$ cat config.mk
export PLATFORM = sky130hd
export DESIGN_NAME = bv8_inv_pipe
export DESIGN_NICKNAME = d
export VERILOG_FILES = /design/src/rtl/bv8_inv_pipe.sv
export SDC_FILE = /design/constraint.sdc
export NUM_CORES = 1
export LEC_CHECK = 0
export ABC_AREA = 1
export CAP_MARGIN = 20
export CORE_ASPECT_RATIO = 1.1
export CORE_MARGIN = 4
export CORE_UTILIZATION = 60
export CTS_CLUSTER_DIAMETER = 120
export DETAILED_ROUTE_END_ITERATION = 16
export PLACE_DENSITY_LB_ADDON = 0.15
export SETUP_SLACK_MARGIN = 0.3
export SLEW_MARGIN = 15
export SYNTH_ARGS = -nofsm -noshare
export SYNTH_HDL_FRONTEND = slang
export SYNTH_SLANG_ARGS = --single-unit
$ cat constraint.sdc
create_clock -name in_clock -period 3.9 [get_ports in_clock]
set_input_delay 0.975 -clock in_clock [delete_from_list [all_inputs] [get_ports in_clock]]
set_output_delay 0.975 -clock in_clock [all_outputs]
set_load 0.01 [all_outputs]
$ cat src/rtl/bv8_inv_pipe.sv
// Three-stage GF(2^8) inverter over the normal-basis tower GF(((2^2)^2)^2).
// Valid/ready handshake per stage with full back-pressure and bubble collapse.
module bv8_inv_pipe (
  input  logic       in_clock,
  input  logic       in_reset,
  input  logic       in_valid,
  output logic       in_ready,
  input  logic [7:0] in_a,
  output logic       out_valid,
  input  logic       out_ready,
  output logic [7:0] out_c
);

  // Tower constants: N = W^2 in GF(2^2), nu = W*Z in GF(2^4); both have trace 1.
  localparam logic [3:0] NU = 4'b1000;

  function automatic logic [1:0] mul2(input logic [1:0] a, input logic [1:0] b);
    logic t;
    t = (a[1] ^ a[0]) & (b[1] ^ b[0]);
    return {(a[1] & b[1]) ^ t, (a[0] & b[0]) ^ t};
  endfunction

  function automatic logic [1:0] sq2(input logic [1:0] a);
    return {a[0], a[1]};
  endfunction

  function automatic logic [1:0] scl_n2(input logic [1:0] a);
    return {a[1] ^ a[0], a[1]};
  endfunction

  function automatic logic [3:0] mul4(input logic [3:0] a, input logic [3:0] b);
    logic [1:0] p;
    p = scl_n2(mul2(a[3:2] ^ a[1:0], b[3:2] ^ b[1:0]));
    return {mul2(a[3:2], b[3:2]) ^ p, mul2(a[1:0], b[1:0]) ^ p};
  endfunction

  // Squaring over GF(2) is not the basis swap at this level because {Z, Z^4} are GF(4)-conjugates.
  function automatic logic [3:0] sq_scl4(input logic [3:0] a);
    logic [1:0] t;
    logic [3:0] sq;
    t  = scl_n2(sq2(a[3:2] ^ a[1:0]));
    sq = {sq2(a[3:2]) ^ t, sq2(a[1:0]) ^ t};
    return mul4(sq, NU);
  endfunction

  function automatic logic [3:0] inv4(input logic [3:0] a);
    logic [1:0] e;
    logic [1:0] ei;
    e  = mul2(a[3:2], a[1:0]) ^ scl_n2(sq2(a[3:2] ^ a[1:0]));
    ei = sq2(e);
    return {mul2(ei, a[1:0]), mul2(ei, a[3:2])};
  endfunction

  logic       v1_r, v2_r, v3_r;
  logic [3:0] ah1_r, al1_r, d1_r;
  logic [3:0] ah2_r, al2_r, dinv2_r;
  logic [7:0] c3_r;
  logic       r1_s, r2_s, r3_s;
  logic [3:0] d_s, dinv_s;
  logic [7:0] c_s;

  // Load enables ripple back from the output so empty slots absorb stalls.
  always_comb begin
    r3_s = !v3_r || out_ready;
    r2_s = !v2_r || r3_s;
    r1_s = !v1_r || r2_s;
  end

  // Per-stage field arithmetic.
  always_comb begin
    d_s    = mul4(in_a[7:4], in_a[3:0]) ^ sq_scl4(in_a[7:4] ^ in_a[3:0]);
    dinv_s = inv4(d1_r);
    c_s    = {mul4(dinv2_r, al2_r), mul4(dinv2_r, ah2_r)};
  end

  // Stage 1 register: operand halves and d.
  always_ff @(posedge in_clock or posedge in_reset) begin
    if (in_reset) begin
      v1_r  <= 1'b0;
      ah1_r <= 4'h0;
      al1_r <= 4'h0;
      d1_r  <= 4'h0;
    end else if (r1_s) begin
      v1_r <= in_valid;
      if (in_valid) begin
        ah1_r <= in_a[7:4];
        al1_r <= in_a[3:0];
        d1_r  <= d_s;
      end
    end
  end

  // Stage 2 register: inverse of d plus the forwarded halves.
  always_ff @(posedge in_clock or posedge in_reset) begin
    if (in_reset) begin
      v2_r    <= 1'b0;
      ah2_r   <= 4'h0;
      al2_r   <= 4'h0;
      dinv2_r <= 4'h0;
    end else if (r2_s) begin
      v2_r <= v1_r;
      if (v1_r) begin
        ah2_r   <= ah1_r;
        al2_r   <= al1_r;
        dinv2_r <= dinv_s;
      end
    end
  end

  // Stage 3 register: the result byte.
  always_ff @(posedge in_clock or posedge in_reset) begin
    if (in_reset) begin
      v3_r <= 1'b0;
      c3_r <= 8'h00;
    end else if (r3_s) begin
      v3_r <= v2_r;
      if (v2_r) begin
        c3_r <= c_s;
      end
    end
  end

  assign in_ready  = r1_s;
  assign out_valid = v3_r;
  assign out_c     = c3_r;

endmodule

* After elaboration in Yosys (flattened, before gate mapping) *
Index checks and enable logic that the tools add are counted.

word-level totals
  word-level logic and storage cells = 127
  input port bits = 12
  register bits = 35
  output and inout port bits = 10

cells by class
  bitwise gates (word level) = 108
  reduce and logical (&&, ||, !) cells = 9

operators by type and width
  operator          number
  $xor 1x1->1       52
  $and 1x1->1       36
  $xor 2x2->2       18
  $xor 4x4->4       2
  $reduce_and 2->1  3
  $logic_not 1->1   3
  $logic_or 1x1->1  3

* Longest topological paths before layout *
  depth after elaboration = 10
  gate-level depth with buffers = 12
  depth with buffers taken out = 12

* Worst setup path before layout *
OpenSTA, ideal clock, no wires.

  path type = input-to-output
  start point = input port out_ready
  end point = output port in_ready
  cell stages on the path = 4
  path buffers = 0
  path slack = 1.608 ns
  data arrival time = 1.317 ns
  cells stage by stage = inv_1 nand2_1 nor2_1 nand2_1

between the ends
  word-level cells in the longest chain between the ends = 3

ends and longest elaborated chain
  item                RTL line  RTL
  start: declaration  10        input logic out_ready,
  $logic_or 1x1->1    64        r3_s = !v3_r || out_ready;
  $logic_or 1x1->1    65        r2_s = !v2_r || r3_s;
  $logic_or 1x1->1    66        r1_s = !v1_r || r2_s;
  end: declaration    7         output logic in_ready,

No other way between the ends.

* Final worst setup path *
Ends and elaborated chain as after synthesis.

==> results by group <==
Status
  – Status: completed

Global route
  – Largest net degree at the start of global routing: 36
  – Antenna violations before repair: 0
  – Number of global-route vias before repair: roughly 2400
  – GRT overflow: 0
  – Global-route wire length before repair: ~9.8 mm
  – GRT Util Overall: ~22%

Clock network
  – CTS tree: done
  – Clk sink count: 35
  – Post_cts resized: 0
  – # H-tree levels: 2
  – Setup bufs post-CTS: 0
  – Clock latency at the later pin of the worst-skew pair: 0.29 ns
  – Root buffer cell: clkbuf_8
  – Max Root-Sink Buffers: 2
  – Clk slew on worst S/H paths: about 0.06 ns
  – CTS Buf Count: 5
  – Hold buffers post-CTS: 0

Routing
  – Met2 WL post-DR: 2.74 mm
  – Antenna-violating nets left: 0
  – Via count: 2500
  – Starting DRC count in detailed routing: around 100
  – Top routing layer used: met4
  – Met1 Wirelength: 2.18 mm
  – Vias per inst: roughly 5.1
  – WL met3: approximately 170 µm
  – WL per Instance: about 11 µm
  – DRC: 0
  – Pre-Repair DR Iteration Count: 4
  – Routed WL: around 5.2 mm

Timing
  – Slew @ Worst Pin: a little under 0.5 ns
  – Final hold vios: 0
  – Max-slew violation count: 0
  – Hold_ws: between 0.4 and 0.5 ns
  – Minimum clock period: 3.24 ns
  – Period utilisation layout: between 80 and 90%
  – RSZ-0062 raised after global routing: false
  – # setup viols final: 0
  – Setup TNS: 0 ns
  – Slew headroom: around two thirds
  – Highest clock rate: between 0.3 and 0.4 GHz
  – Clock Skews: 0.00861 ns

Worst setup path
  – Critical path arrival: between 2 and 2.5 ns
  – Critical path class: in2out
  – CP startpoint kind: primary input
  – Worst reg2reg setup slack: 2.18 ns
  – Worst setup EP type: output pin
  – Worst-path fanout max: 3
  – Worst Path Required: 2.92 ns

Synthesis
  – Ys Warns: 0
  – Mapped Cells: roughly 410
  – Synthesized netlist net count: approximately 430
  – Distinct cells, synth: 20
  – Mapped cell area: about 2600 µm²
  – Post-synthesis sequential area ratio: 33.2%
  – Seq cells post-synth: 35
  – Mapped Avg Cell Area: between 6 and 7 µm²

Final layout
  – Fin nets: ~450
  – Share of layout cells above drive strength 1: 4.13%
  – Synthesis-to-layout area growth: 12.3%
  – # diodes: 0

Die
  – Num ports: 22
  – FP Rows: 25
  – Starting Density: about three fifths
  – Die W: 71.3 µm
  – Chip height: a little under 80 µm
  – Die ar.: ~5500 µm²
  – Core area: around 4300 µm²

Placement
  – Port buffer count: 21
  – Routability Congestion: 0.939
  – Final HPWL DP: 4.17 mm

Job
  – Maxcap violations: 0

Pwr
  – Peak VDD IR: between 0.2 and 0.3 mV
  – Leak pwr: approximately 1.7 nW
  – P per Cell Area: about 720 nW/µm²

Worst hold path
  – Hold Crit Class: reg2reg
-- flip-flops by register name, summed over array words and instances (netlist names) --
name and flops:
out_c 8, v2_r 1, ah2_r 4, dinv2_r 4, al1_r 4, d1_r 4
al2_r 4, v1_r 1, out_valid 1, ah1_r 4
-- Yosys cell counts (all sizes together) --
master	instances	area share, %
ha	6	2.8
nand3	59	12
buf	8	1.8
or2	1	0.24
nor2	6	0.85
inv	45	6.4
o211ai	1	0.28
nand2	217	31
o21ai	8	1.5
xnor2	12	4.0
nand3b	1	0.28
xor2	14	5.9
dfrtp	35	33
-- kinds of logic after synthesis --
logic type | Yosys count | synth area share [%]
AND/OR/NAND/NOR | 284 | 44.1
buffers and inverters | 53 | 8.24
flip-flops | 35 | 33.2
XOR/XNOR | 26 | 9.90
AO/OA/AOI/OAI | 9 | 1.80
adder cells (fa/ha/maj) | 6 | 2.84
-- metrics by stage --
stage,cells,area (µm²),setup slack (ns),util (%),total power [mW]
floorplan,413,2640,1.61,-,1.61
global placement,482,2890,0.666,67.3,1.84
detailed placement,482,2890,0.671,67.3,1.89
CTS,490,2970,0.663,69.2,2.15
global route,490,2970,0.606,69.2,2.38
finish,490,2970,0.665,69.2,2.13
-- cells in the final DEF (no fill, tap or decap) --
master,netlist,final
buf_4,1,2
clkbuf_8,0,5
xor2_4,1,1
nand3_2,2,2
o21ai_0,8,8
xnor2_1,12,12
dfrtp_1,35,35
or2_2,1,1
o211ai_1,1,1
xor2_2,2,2
xor2_1,11,11
clkdlybuf4s50_1,0,21
nand3_1,57,57
clkinv_2,0,1
nand2_1,214,214
ha_1,6,6
inv_1,44,44
nand2_2,3,3
nand3b_1,1,1
clkbuf_1,0,2
nor2_1,6,6
inv_2,1,1
-- per-layer routing --
layer	global-route usage, %	up-vias
met5	0	-
met4	9.40	0
met3	4.02	17
met2	39.6	40
met1	23.7	1129
li1	-	1314
-- final timing paths --
check / from / cells past startpoint / end
worst max-delay path: out_ready / 6 / in_ready
worst min-delay path: ah1_r[3] / 2 / ah2_r[3]
worst max register to register: d1_r[0] / 9 / dinv2_r[3]
worst min register to register: ah1_r[3] / 2 / ah2_r[3]
max in group asynchronous: in_reset / 3 / ah2_r[3]
min in group asynchronous: in_reset / 3 / v2_r
-- area by class of cell --
cell class	count	area, µm²
multi-input cells	325	1550
fillers	379	1320
flip-flops and latches	35	876
repair buffers	23	225
inverters	45	169
clock buffers	7	76.3
well taps	54	67.6
clock inverters	1	5.00
-- worst max-delay path, stage by stage --
cell             delay [ns]
clkdlybuf4s50_1        0.46
inv_1                  0.04
nand2_1                0.10
nor2_1                 0.07
nand2_1                0.09
clkdlybuf4s50_1        0.54
-- power by group --
part | internal (mW) | total (mW) | switching (mW) | leakage (nW)
sequential | 0.487 | 0.644 | 0.157 | 0.430
combinational | 0.504 | 1.24 | 0.732 | 1.23
clock | 0.125 | 0.249 | 0.124 | 0.0422
total | 1.12 | 2.13 | 1.01 | 1.70
Power figures use the tool's default switching activity.
